**config.mk**
```make
export PLATFORM = sky130hd
export DESIGN_NAME = card_block_writer
export DESIGN_NICKNAME = d
export VERILOG_FILES = /design/src/rtl/card_block_writer_pkg.sv /design/src/rtl/card_block_writer.sv
export SDC_FILE = /design/constraint.sdc
export NUM_CORES = 1
export LEC_CHECK = 0
export CORE_MARGIN = 1.5
export CORE_UTILIZATION = 47
export CTS_BUF_LIST = sky130_fd_sc_hd__clkbuf_16
export DETAILED_ROUTE_END_ITERATION = 6
export PLACE_DENSITY = 0.93
export SYNTH_ARGS = -nofsm -noshare
export SYNTH_HDL_FRONTEND = slang
export SYNTH_SLANG_ARGS = --single-unit
```
**constraint.sdc**
```tcl
create_clock -name clock -period 2.5 [get_ports clock]
set_input_delay 0.5 -clock clock [delete_from_list [all_inputs] [get_ports clock]]
set_output_delay 0.5 -clock clock [all_outputs]
set_load 0.02 [all_outputs]
```
**src/rtl/card_block_writer_pkg.sv**
```systemverilog
// ---------------------------------------------------------------------------
// card_block_writer_pkg
// Shared definitions for the card RAM block format. The block writer, the
// block allocator and the record reader all agree on these:
//   - block geometry (32 words, word 0 = header, words 1..31 = payload)
//   - RAM address width and allocator timeout
//   - header bit positions (used flag in bit 31, payload count in [4:0])
//   - writer FSM state encoding
//   - helpers that build header and payload words
// ---------------------------------------------------------------------------
package card_block_writer_pkg;

    localparam int BLOCK_WORDS   = 32;
    localparam int ADDR_W        = 10;
    localparam int ALLOC_TIMEOUT = 64;

    localparam int OFFSET_W = $clog2(BLOCK_WORDS);
    localparam int WAIT_W   = $clog2(ALLOC_TIMEOUT + 1);

    localparam int HDR_USED_BIT  = 31;
    localparam int HDR_COUNT_MSB = 4;
    localparam int HDR_COUNT_LSB = 0;

    typedef enum logic [2:0] {
        IDLE,
        ALLOC,
        WAIT_ADDR,
        DATA,
        HEADER,
        DONE
    } writer_state_e;

    typedef logic [31:0] card_word_t;
    typedef logic [30:0] payload_t;

    // Header word: used flag set, count in the low bits, everything else zero.
    function automatic card_word_t make_header(input logic [OFFSET_W-1:0] count);
        card_word_t word;
        word = '0;
        word[HDR_USED_BIT] = 1'b1;
        word[HDR_COUNT_MSB:HDR_COUNT_LSB] = count;
        return word;
    endfunction

    // Payload words always carry a clear top bit so they can never be
    // mistaken for a header.
    function automatic card_word_t make_payload(input payload_t data);
        return {1'b0, data};
    endfunction

endpackage

```
**src/rtl/card_block_writer.sv**
```systemverilog
// ---------------------------------------------------------------------------
// card_block_writer
// Stores one variable-length card record into a 32-word RAM block obtained
// from the block allocator. Requests a block, waits for its base address,
// streams up to 31 payload words into offsets 1..31 and finally writes the
// header word at offset 0, so a header only ever describes a complete record.
//
// Ports:
//   clock, reset        system clock, synchronous active-high reset
//   start               begin a new record (honoured only when idle)
//   alloc_enable        one-cycle block request to the allocator
//   alloc_found         allocator base address valid
//   alloc_addr          allocator base address (32-word aligned)
//   in_valid/in_data/in_last/in_ready   payload stream, beat = valid & ready
//   ram_address/ram_data/ram_wren       card RAM write port (registered)
//   busy                high whenever not idle
//   done                one-cycle pulse after the header write
//   alloc_fail          one-cycle pulse when the allocator times out
//   overflow            sticky: record truncated at 31 payload words
//   base_addr           base of the most recently granted block
// ---------------------------------------------------------------------------
module card_block_writer
    import card_block_writer_pkg::*;
(
    input  logic              clock,
    input  logic              reset,
    input  logic              start,
    output logic              alloc_enable,
    input  logic              alloc_found,
    input  logic [ADDR_W-1:0] alloc_addr,
    input  logic              in_valid,
    input  logic [30:0]       in_data,
    input  logic              in_last,
    output logic              in_ready,
    output logic [ADDR_W-1:0] ram_address,
    output logic [31:0]       ram_data,
    output logic              ram_wren,
    output logic              busy,
    output logic              done,
    output logic              alloc_fail,
    output logic              overflow,
    output logic [ADDR_W-1:0] base_addr
);

    localparam logic [OFFSET_W-1:0] LAST_OFFSET = OFFSET_W'(BLOCK_WORDS - 1);
    localparam logic [WAIT_W-1:0]   WAIT_LAST   = WAIT_W'(ALLOC_TIMEOUT - 1);
    localparam logic [WAIT_W-1:0]   WAIT_SETTLE = WAIT_W'(2);

    writer_state_e       state_q, state_d;
    logic [WAIT_W-1:0]   wait_cnt_q, wait_cnt_d;
    logic [OFFSET_W-1:0] offset_q, offset_d;
    logic [ADDR_W-1:0]   base_addr_q, base_addr_d;
    logic [ADDR_W-1:0]   ram_address_q, ram_address_d;
    card_word_t          ram_data_q, ram_data_d;
    logic                ram_wren_q, ram_wren_d;
    logic                alloc_enable_q, alloc_enable_d;
    logic                in_ready_q, in_ready_d;
    logic                busy_q, busy_d;
    logic                done_q, done_d;
    logic                alloc_fail_q, alloc_fail_d;
    logic                overflow_q, overflow_d;
    logic                beat;

    // in_ready_q is high exactly while the FSM sits in DATA, so it doubles
    // as the state qualifier for accepting a payload beat.
    assign beat = in_valid & in_ready_q;

    always_comb begin
        state_d       = state_q;
        wait_cnt_d    = wait_cnt_q;
        offset_d      = offset_q;
        base_addr_d   = base_addr_q;
        ram_address_d = ram_address_q;
        ram_data_d    = ram_data_q;
        ram_wren_d    = 1'b0;
        alloc_fail_d  = 1'b0;
        done_d        = 1'b0;
        overflow_d    = overflow_q;

        case (state_q)
            IDLE: begin
                if (start) begin
                    state_d    = ALLOC;
                    overflow_d = 1'b0;
                end
            end

            ALLOC: begin
                state_d    = WAIT_ADDR;
                wait_cnt_d = '0;
            end

            // The allocator may still show the found flag from the previous
            // grant for a couple of cycles, so it is only trusted once the
            // wait counter has reached 2.
            WAIT_ADDR: begin
                wait_cnt_d = wait_cnt_q + WAIT_W'(1);
                if ((wait_cnt_q >= WAIT_SETTLE) && alloc_found) begin
                    base_addr_d = alloc_addr;
                    offset_d    = OFFSET_W'(1);
                    state_d     = DATA;
                end else if (wait_cnt_q == WAIT_LAST) begin
                    alloc_fail_d = 1'b1;
                    state_d      = IDLE;
                end
            end

            // The terminating beat leaves offset_q on its own offset, which is
            // then exactly the payload count for the header.
            DATA: begin
                if (beat) begin
                    ram_wren_d    = 1'b1;
                    ram_address_d = base_addr_q + {{(ADDR_W-OFFSET_W){1'b0}}, offset_q};
                    ram_data_d    = make_payload(in_data);
                    if (in_last || (offset_q == LAST_OFFSET)) begin
                        state_d = HEADER;
                        if (!in_last) begin
                            overflow_d = 1'b1;
                        end
                    end else begin
                        offset_d = offset_q + OFFSET_W'(1);
                    end
                end
            end

            HEADER: begin
                ram_wren_d    = 1'b1;
                ram_address_d = base_addr_q;
                ram_data_d    = make_header(offset_q);
                state_d       = DONE;
            end

            // The header write becomes visible during DONE; the done pulse is
            // registered from here so it lands in the cycle after that write.
            DONE: begin
                done_d  = 1'b1;
                state_d = IDLE;
            end

            default: begin
                state_d = IDLE;
            end
        endcase

        alloc_enable_d = (state_d == ALLOC);
        in_ready_d     = (state_d == DATA);
        busy_d         = (state_d != IDLE);
    end

    always_ff @(posedge clock) begin
        if (reset) begin
            state_q        <= IDLE;
            wait_cnt_q     <= '0;
            offset_q       <= '0;
            base_addr_q    <= '0;
            ram_address_q  <= '0;
            ram_data_q     <= '0;
            ram_wren_q     <= 1'b0;
            alloc_enable_q <= 1'b0;
            in_ready_q     <= 1'b0;
            busy_q         <= 1'b0;
            done_q         <= 1'b0;
            alloc_fail_q   <= 1'b0;
            overflow_q     <= 1'b0;
        end else begin
            state_q        <= state_d;
            wait_cnt_q     <= wait_cnt_d;
            offset_q       <= offset_d;
            base_addr_q    <= base_addr_d;
            ram_address_q  <= ram_address_d;
            ram_data_q     <= ram_data_d;
            ram_wren_q     <= ram_wren_d;
            alloc_enable_q <= alloc_enable_d;
            in_ready_q     <= in_ready_d;
            busy_q         <= busy_d;
            done_q         <= done_d;
            alloc_fail_q   <= alloc_fail_d;
            overflow_q     <= overflow_d;
        end
    end

    assign alloc_enable = alloc_enable_q;
    assign in_ready     = in_ready_q;
    assign ram_address  = ram_address_q;
    assign ram_data     = ram_data_q;
    assign ram_wren     = ram_wren_q;
    assign busy         = busy_q;
    assign done         = done_q;
    assign alloc_fail   = alloc_fail_q;
    assign overflow     = overflow_q;
    assign base_addr    = base_addr_q;

endmodule

```
# Yosys cells after proc, flatten, opt, wreduce, memory -nomap -nowiden
# Cells that the tools add are included.
# W data, S select, Z words.
# op_classes
add_sub_neg	3
magnitude_cmp	1
n_eq_ne	15
muxes	24
bitwise	2
reduce_logical	13
# op_table
cell	count
$pmux W32 S2	1
$mux W32	1
$pmux W10 S2	1
$mux W3	5
$mux W5	3
$pmux W3 S5	1
$pmux W7 S2	1
$ne A2 B2 Y1 const B	6
$add A10 B5 Y10	1
$mux W10	1
$pmux W5 S2	1
$eq A3 B2 Y1 const B	3
$reduce_bool A2 Y1	4
$add A7 B1 Y7 const B	1
$eq A7 B6 Y1 const B	1
$ge A7 B2 Y1 const B	1
$mux W1	7
$eq A3 B1 Y1 const B	2
$eq A3 B3 Y1 const B	2
$add A5 B1 Y5 const B	1
$eq A5 B5 Y1 const B	1
$reduce_and A5 Y1	1
$pmux W1 S2	2
$reduce_and A2 Y1	2
other kinds (8)	8
# word_totals
reg_bits	74
out_inout_bits	59

# Longest topological paths before layout
# Gate-level depths: netlist of run 1.
# logic_depth
ltp_word	6
mapped_depth	8
ltp_nobuf	7

# Least setup slack after synthesis of run 1
# OpenSTA, ideal clock, no wires.
# synth_timing
kind	reg-to-reg
startpoint	reg wait_cnt_q[0]
endpoint	reg busy_q, in the netlist busy
setup_ps	142
t_arrival_ps	1697
path_slack_ps	661
path_stages_with_launch	8
n_path_buf	1
synth_period_minus_slack_ps	1839
path_cell_list	dfxtp_1 -> inv_1 -> ha_1 -> or4_4 -> o211a_1 -> buf_6 -> nor3_4 -> a41oi_1
# synth_via
elab_chain_cells	5
# synth_lines
item	line_no	rtl
start, declared	card_block_writer.sv:50	logic [WAIT_W-1:0] wait_cnt_q, wait_cnt_d;
start signal, assigned	card_block_writer.sv:167	wait_cnt_q <= wait_cnt_d;
$ge A7 B2 Y1 / $eq A7 B6 Y1 (equally long branches)	card_block_writer.sv:98, card_block_writer.sv:102	
$logic_and A1 B1 Y1 / $mux W3 (equally long branches)	card_block_writer.sv:98, card_block_writer.sv:102	
$mux W3 *	card_block_writer.sv:98	if ((wait_cnt_q >= WAIT_SETTLE) && alloc_found) begin
$pmux W3 S5 *	card_block_writer.sv:80	case (state_q)
$reduce_bool A3 Y1 *	card_block_writer.sv:147	busy_d = (state_d != IDLE);
end signal, assigned	card_block_writer.sv:175	busy_q <= busy_d;
end, declared	card_block_writer.sv:58	logic busy_q, busy_d;
# Mark *: on every way between the ends. The rest lies on a longest branch, timed or not.
# A chain may end at the register's enable or synchronous reset.

# Worst setup path in the final report of run 1
# layout_timing
startpoint	reg wait_cnt_q[0]
endpoint	reg base_addr_q[3], in the netlist base_addr[3]
# layout_via
elab_chain_cells	3
# layout_lines
item	line_no	rtl
$ge A7 B2 Y1	card_block_writer.sv:98	
$logic_and A1 B1 Y1	card_block_writer.sv:98	
$reduce_and A2 Y1 (no line)	-	
end signal, assigned	card_block_writer.sv:169	base_addr_q <= base_addr_d;
end, declared	card_block_writer.sv:52	logic [ADDR_W-1:0] base_addr_q, base_addr_d;
# Every way passes these cells.

==> results of run 1 <==
==> sequential cells by signal, indices dropped and copies added (netlist names) <==
signal,count
alloc_enable,1
alloc_fail,1
base_addr,10
busy,1
done,1
in_ready,1
offset_q,5
overflow,1
ram_address,10
ram_data,32
ram_wren,1
state_q,3
wait_cnt_q,7
==> per-layer routing <==
| layer | track usage | part of all wire |
|---|---|---|
| met3 | 0.0669 | 0.074 |
| met1 | 0.294 | 0.42 |
| met5 | 0 | 0 |
| met2 | 0.424 | 0.48 |
| met4 | 0.143 | 0.027 |
==> cells in the final DEF (no fill, tap or decap), types with 3 or more instances in the layout <==
cell type	netlist	final
clkbuf_16	0	9
nor3_1	8	8
nand2_1	57	57
o211ai_1	3	3
nor4_1	6	6
nor2b_1	6	6
ha_1	9	9
nor3b_1	4	4
nor2_1	31	30
mux2i_1	10	10
dfxtp_1	74	74
nand2b_1	5	5
o31a_1	3	3
inv_1	13	13
clkdlybuf4s50_1	0	104
o21ai_0	19	19
o21a_1	3	3
a211oi_1	3	3
a21oi_1	51	51
buf_4	1	10
a22oi_1	7	7
nand3_1	15	15
o32ai_1	3	3
==> synth_stat cells, drive strengths merged (2+ instances only) <==
| master | number |
|---|---|
| o21ai | 21 |
| a21oi | 51 |
| nor2 | 31 |
| nor4 | 6 |
| o211a | 2 |
| a211o | 2 |
| and3 | 2 |
| nand2b | 5 |
| nor2b | 6 |
| nand3 | 15 |
| o21a | 3 |
| a21o | 2 |
| dfxtp | 74 |
| o211ai | 3 |
| clkbuf | 14 |
| nor3 | 9 |
| o31a | 3 |
| mux2 | 2 |
| buf | 13 |
| a2bb2oi | 2 |
| nand3b | 2 |
| a311oi | 2 |
| a211oi | 3 |
| mux2i | 10 |
| inv | 13 |
| o32ai | 3 |
| ha | 9 |
| a22oi | 7 |
| nor3b | 4 |
| nand2 | 57 |
==> cell families (layout without fill, tap and decap cells) <==
family | count (synthesis) | count (layout) | synth area share
compound gates | 118 | 118 | 0.221
xor+xnor | 1 | 1 | 0.00258
fa+ha+maj | 10 | 10 | 0.0391
buf+inv | 40 | 145 | 0.0546
flops | 74 | 74 | 0.437
mux | 12 | 12 | 0.0362
simple gates | 147 | 147 | 0.210
==> per-stage QoR <==
step | power (µW) | area, µm² | setup slack [ns] | cells
3_3_place_gp | 1440 | 4520 | 0.395 | 587
4_1_cts | 2840 | 4840 | 0.379 | 603
5_1_grt | 2920 | 4840 | 0.235 | 603
3_5_place_dp | 1450 | 4520 | 0.357 | 587
2_1_floorplan | 1340 | 3390 | 0.661 | 402
6_report | 2830 | 4840 | 0.380 | 603
==> worst max-delay path, stage by stage, from the launching register on <==
cell     delay (ns)
dfxtp_1        0.38
inv_1          0.08
ha_1           0.19
or4_4          0.43
o211a_1        0.43
buf_4          0.28
mux2i_1        0.16
nor2_1         0.05
==> layout make-up <==
class	count	share of cell area
clock buffers	9	0.0465
clock inverters	7	0.0207
inverters	13	0.0101
multi-input cells	288	0.356
flip-flops and latches	74	0.306
well taps	96	0.0248
repair buffers	116	0.236
==> report_power, final <==
part           internal, µW  leakage (µW)  total (µW)  switching [µW]
combinational           114      0.000968         215             101
clock                   882      0.000160        1400             521
sequential             1190      0.000597        1210            17.9
==> worst max path at each step <==
stage,from,cells past startpoint,end,slack [ns]
floorplan,wait_cnt_q[0]$_SDFFE_PP0P_,7,busy$_SDFF_PP0_,0.66
global placement,alloc_found,5,base_addr[4]$_SDFFE_PP0P_,0.39
detailed placement,alloc_found,5,base_addr[3]$_SDFFE_PP0P_,0.36
CTS,wait_cnt_q[0]$_SDFFE_PP0P_,7,base_addr[3]$_SDFFE_PP0P_,0.38
global route,wait_cnt_q[0]$_SDFFE_PP0P_,7,base_addr[8]$_SDFFE_PP0P_,0.23
finish,wait_cnt_q[0]$_SDFFE_PP0P_,7,base_addr[3]$_SDFFE_PP0P_,0.38
==> summary.md, run 1 <==
| Metric | Value |
|---|---|
| Via Count | `3,369` |
| RR Endpoint | `base_addr[3]$_SDFFE_PP0P_` |
| Reg clk slew, reported paths | `0.06 ns` |
| Post-cts resize count | `0` |
| Die Y | `87.9 µm` |
| Final hold violations | `0` |
| Drt wl/cell | `15.6 µm` |
| Synth cell types | `63` |
| VDD IR max | `421 µV` |
| FP Rows | `30` |
| Root Buffer | `clkbuf_16` |
| CTS Hold Bufs | `0` |
| Fill cells | `525` |
| Die Width | `87.9 µm` |
| Hpwl dp | `6.39 mm` |
| Antenna Cells | `0` |
| Yosys synthesis warning count | `0` |
| Drt initial violations | `186` |
| Max Cap Violations | `0` |
| Lkg Pwr | `0.00173 µW` |
| R2r worst-path depth | `7` |
| # DRC | `0` |
| TritonCTS buffer count | `9` |
| Register Area | `0.00148 mm²` |
| Global route overflow | `0` |
| Core Util, Final | `0.705` |
| Async SR Flop Fraction | `0` |
| Syn Std Cell Area | `0.00339 mm²` |
| Post-synth top area cell | `dfxtp_1` |
| CTS tree | `built` |
| Setup TNS | `0 ns` |
| Number of enable flip-flop cells after synthesis | `0` |
| WP data arrival | `2.33 ns` |
| Outcome | `finished clean` |
| Gr usage total | `0.254` |
| Fin crit period | `2.12 ns` |
| Worst Clk Skew | `0.00834 ns` |
| H-tree depth | `3` |
| Synth Flop Type | `dfxtp_1` |
| Unrepaired setup endpoints after global routing | `false` |
| Avg Cell Area, Syn | `8.43 µm²` |
| Crit share post-route | `0.848` |
| Critical Path RT | `2.71 ns` |
| Share of cells above drive strength 1 | `0.0730` |
| Area occupied by multi-input gates | `0.00173 mm²` |
| Remaining antenna violation count | `0` |
| Hold depth | `2` |
| Seq/Total Area, Yosys | `0.437` |
| Largest net degree at the start of global routing | `36` |
| F_max | `472 MHz` |
| Starting Density | `0.493` |
| Vias in the first global route | `3,343` |
| First-pass DRT Iterations | `4` |
| Routability cong. | `0.917` |
| Total Wirelength | `9.41 mm` |
| Hold slack | `0.456 ns` |
| Top post-synthesis cells by area | `dfxtp_1 (44%), a21oi_1 (7.5%), nand2_1 (6.3%)` |
| Clock Tree Buf Depth | `2` |
| Hold Crit Class | `reg -> reg` |
| Ports | `106` |
| Post-Syn Instances | `402` |
| Synth Net Count | `459` |
| Max Slew Vio Count | `0` |
| Worst-skew pair later-pin latency | `0.34 ns` |
| Worst Hold Path EP | `ram_data[12]$_SDFFE_PP0P_` |
| DR vias/cell | `5.59` |
| First-pass GRT wire length | `15.2 mm` |
| Antenna violations before repair | `0` |
| Port bufs | `105` |
| CTS Sinks | `74` |
| Core Footprint | `0.00687 mm²` |
| Hold path startpoint | `ram_data[12]$_SDFFE_PP0P_` |
| Seq cells post-synth | `74` |
| Normalized max-slew margin | `0.598` |
| Nets | `559` |
| PwrDens | `584 mW/mm²` |
| R2R setup slack | `0.38 ns` |
| Slew @ Worst Pin | `0.599 ns` |
| Post-CTS Setup Bufs | `0` |
| Critical path class | `reg -> reg` |
| FF-to-FF Start | `wait_cnt_q[0]$_SDFFE_PP0P_` |
| Crit. End Element | `flop` |
| Final setup fails | `0` |
| Synth-to-layout area growth | `42.9%` |
| Synth top area share | `0.437` |
| Startpoint Class | `flop` |
| DIE AREA | `0.00773 mm²` |
| Max FO, Critical Path | `9` |
Note: power is estimated with default switching activity, not from simulation.
==> inputs of run 2 (changes only) <==
--- a/config.mk
+++ b/config.mk
@@ -6,10 +6,10 @@
 export NUM_CORES = 1
 export LEC_CHECK = 0
 export CORE_MARGIN = 1.5
-export CORE_UTILIZATION = 47
+export CORE_UTILIZATION = 42
 export CTS_BUF_LIST = sky130_fd_sc_hd__clkbuf_16
 export DETAILED_ROUTE_END_ITERATION = 6
-export PLACE_DENSITY = 0.93
+export PLACE_DENSITY = 0.88
 export SYNTH_ARGS = -nofsm -noshare
 export SYNTH_HDL_FRONTEND = slang
 export SYNTH_SLANG_ARGS = --single-unit
==> constraint.sdc (replaced) <==
create_clock -name clock -period 1.86 [get_ports clock]
set_input_delay 0.372 -clock clock [delete_from_list [all_inputs] [get_ports clock]]
set_output_delay 0.372 -clock clock [all_outputs]
set_load 0.02 [all_outputs]
==> run 2 against run 1 <==
The flow now finishes with violations (setup timing). Routed wire length rose by 13%. Worst setup slack got worse by 0.39 ns. Combinational power rose by 63%. Clock skew rose by 0.0019 ns. Flip-flop and latch count did not move. Die area rose by 11%. Final area rose by 6.5%. Via count rose by 8.1%. Cell count rose by 6.5%. Critical path type unchanged. Critical endpoint is now offset_q[0]$_SDFFE_PP0P_. Largest cell class unchanged. Highest routed layer unchanged.
==> summary.md, run 2 (synthesized netlist as in run 1, its figures left out) <==
| Metric | Value |
|---|---|
| FF-to-FF Start | `offset_q[0]$_SDFFE_PP0P_` |
| Switching Fraction | `0.245` |
| Max Slew Vio Count | `0` |
| Worst setup path endpoint | `offset_q[0]$_SDFFE_PP0P_` |
| R2r worst-path depth | `8` |
| R2R setup slack | `-0.01 ns` |
| Slew @ Worst Pin | `0.428 ns` |
| Vias in the first global route | `3,291` |
| FP Rows | `32` |
| Ports | `106` |
| Clock Tree Buf Depth | `2` |
| Fin crit period | `1.87 ns` |
| Max FO, Critical Path | `4` |
| Core Footprint | `0.00777 mm²` |
| F_max | `534 MHz` |
| Crit share post-route | `1.01` |
| Global route overflow | `0` |
| Startpoint Class | `flop` |
| Combinational power share | `0.098` |
| Switch Pwr | `875 µW` |
| Max Cap Violations | `0` |
| CTS tree | `built` |
| H-tree depth | `3` |
| Crit-path max cell delay | `0.35 ns` |
| Most frequent cells in the layout | `clkdlybuf4s50_1 (102), dfxtp_1 (70), nand2_1 (56)` |
| Leading cell type in the layout, fill and taps excluded | `clkdlybuf4s50_1` |
| Lkg Pwr | `0.00192 µW` |
| Unrepaired setup endpoints after global routing | `true` |
| Remaining antenna violation count | `0` |
| Antenna Cells | `0` |
| Reg clk slew, reported paths | `0.06 ns` |
| CTS Sinks | `74` |
| Drt initial violations | `282` |
| Failing checks | `setup timing` |
| WP data arrival | `2.11 ns` |
| Via Count | `3,641` |
| Crit path depth | `8` |
| Worst-skew pair later-pin latency | `0.34 ns` |
| Top Family by Delay on Critical Path | `adder cells` |
| Share of cells above drive strength 1 | `0.170` |
| Finished Layout Cells | `642` |
| Port bufs | `105` |
| Crit-path cells | `ha_1 > and3_1 > ha_1 > buf_4 > nor3_2 > buf_4 > o21ai_2 > a22o_1` |
| VDD IR max | `423 µV` |
| Largest net degree at the start of global routing | `21` |
| TritonCTS buffer count | `9` |
| Setup crit start | `offset_q[0]$_SDFFE_PP0P_` |
| Final setup fails | `4` |
| RR Endpoint | `offset_q[0]$_SDFFE_PP0P_` |
| PwrDens | `691 mW/mm²` |
| Outcome | `finished with violations` |
| Slowest library cell on the worst path | `dfxtp_2` |
| Max reg flops | `32` |
| Gr usage total | `0.230` |
| Total chip power | `3570 µW` |
| Worst Clk Skew | `0.0103 ns` |
| Final hold violations | `0` |
| Placed Cells | `619` |
| # DRC | `0` |
| Pre-CTS WS | `-0.0784 ns` |
| CTS Hold Bufs | `0` |
| Root Buffer | `clkbuf_16` |
| Critical path class | `reg -> reg` |
| Crit. End Element | `flop` |
| Total Wirelength | `10.7 mm` |
| Setup TNS | `-0.0236 ns` |
| Reg power frac | `0.456` |
| Antenna violations before repair | `0` |
| DR vias/cell | `5.67` |
| Hpwl dp | `7.08 mm` |
| Clock share of power | `0.446` |
| Post-route setup slack | `-0.0129 ns` |
| Cell Int Power | `2690 µW` |
| Nets | `592` |
| Synth-to-layout area growth | `52.2%` |
| CP bufs+invs | `2` |
| Routability cong. | `0.883` |
| First-pass GRT wire length | `15.5 mm` |
| DIE AREA | `0.00862 mm²` |
| Critical Path RT | `2.10 ns` |
| Hold Crit Class | `in -> reg` |
| Starting Density | `0.436` |
| Normalized max-slew margin | `0.713` |
| First-pass DRT Iterations | `5` |
| Die Y | `92.8 µm` |
| Drt wl/cell | `16.6 µm` |
| Die Width | `92.8 µm` |
[run 2: changes by cell type in the layout (fill, tap and decap cells not counted), moves of 2 or more]
cell / change
clkdlybuf4s50_1: -2
nor3b_2: +2
buf_4: +33
dfxtp_1: -4
bufinv_16: -2
dfxtp_2: +4
dlymetal6s2s_1: +2
a21oi_2: +2
inv_2: +3
nor3b_1: -2
a21oi_1: -2
ha_1: -3
ha_4: +2
[run 2: stage by stage]
stage	util	hold WS [ns]	area, µm²
5_1_grt	0.664	0.450	5160
6_report	0.664	0.437	5160
4_1_cts	0.645	0.414	5010
3_3_place_gp	0.608	0.441	4720
3_5_place_dp	0.608	0.446	4720
2_1_floorplan	-	0.489	3390
[run 2: area by class of cell]
class / count / area [µm²]
Multi-Input combinational cell: 288 / 1830
Inverter: 13 / 48.8
Sequential cell: 74 / 1490
Fill cell: 586 / 2610
Timing Repair Buffer: 149 / 1390
Clock inverter: 7 / 47.5
Tap cell: 102 / 128
Clock buffer: 9 / 225
[run 2: timing repair]
action	CTS	global route
buffers inserted	0	7
resized for setup	5	26
setup endpoints to repair	17	44
pin swaps	1	11
[run 2: how the worst min path moves through the flow]
stage                                           from                    endpoint  slack, ns  cells after the start
after floorplan           wait_cnt_q[5]$_SDFFE_PP0P_  wait_cnt_q[5]$_SDFFE_PP0P_       0.49                      2
after global placement     ram_data[10]$_SDFFE_PP0P_   ram_data[10]$_SDFFE_PP0P_       0.44                      2
after detailed placement    ram_data[4]$_SDFFE_PP0P_    ram_data[4]$_SDFFE_PP0P_       0.45                      2
after CTS                                      reset       overflow$_SDFFE_PP0P_       0.41                      2
after global routing                           reset       overflow$_SDFFE_PP0P_       0.45                      2
final                                          reset       overflow$_SDFFE_PP0P_       0.44                      2
[run 2: power groups by stage]
stage,Clock [µW],Sequential [µW],Combinational [µW]
CTS,1600,1620,328
global placement,0,1660,316
global route,1690,1630,371
detailed placement,0,1660,323
finish,1590,1630,350
floorplan,0,1660,138
[run 2: worst reg2reg max path: cells and delay by family (launching register included)]
family	cells	cell delay, ns
flip-flops	1	0.35
adder cells (fa/ha/maj)	2	0.42
AND/OR/NAND/NOR	2	0.39
buffers and inverters	2	0.32
AO/OA/AOI/OAI	2	0.30
[run 2: per-layer routing]
layer	share of wire	GRT usage	vias up	wire length [µm]
met5	0	0	-	0
met4	0.028	0.0795	0	294
met3	0.071	0.0501	32	758
met2	0.50	0.408	184	5320
met1	0.40	0.272	1724	4310
li1	-	-	1701	-
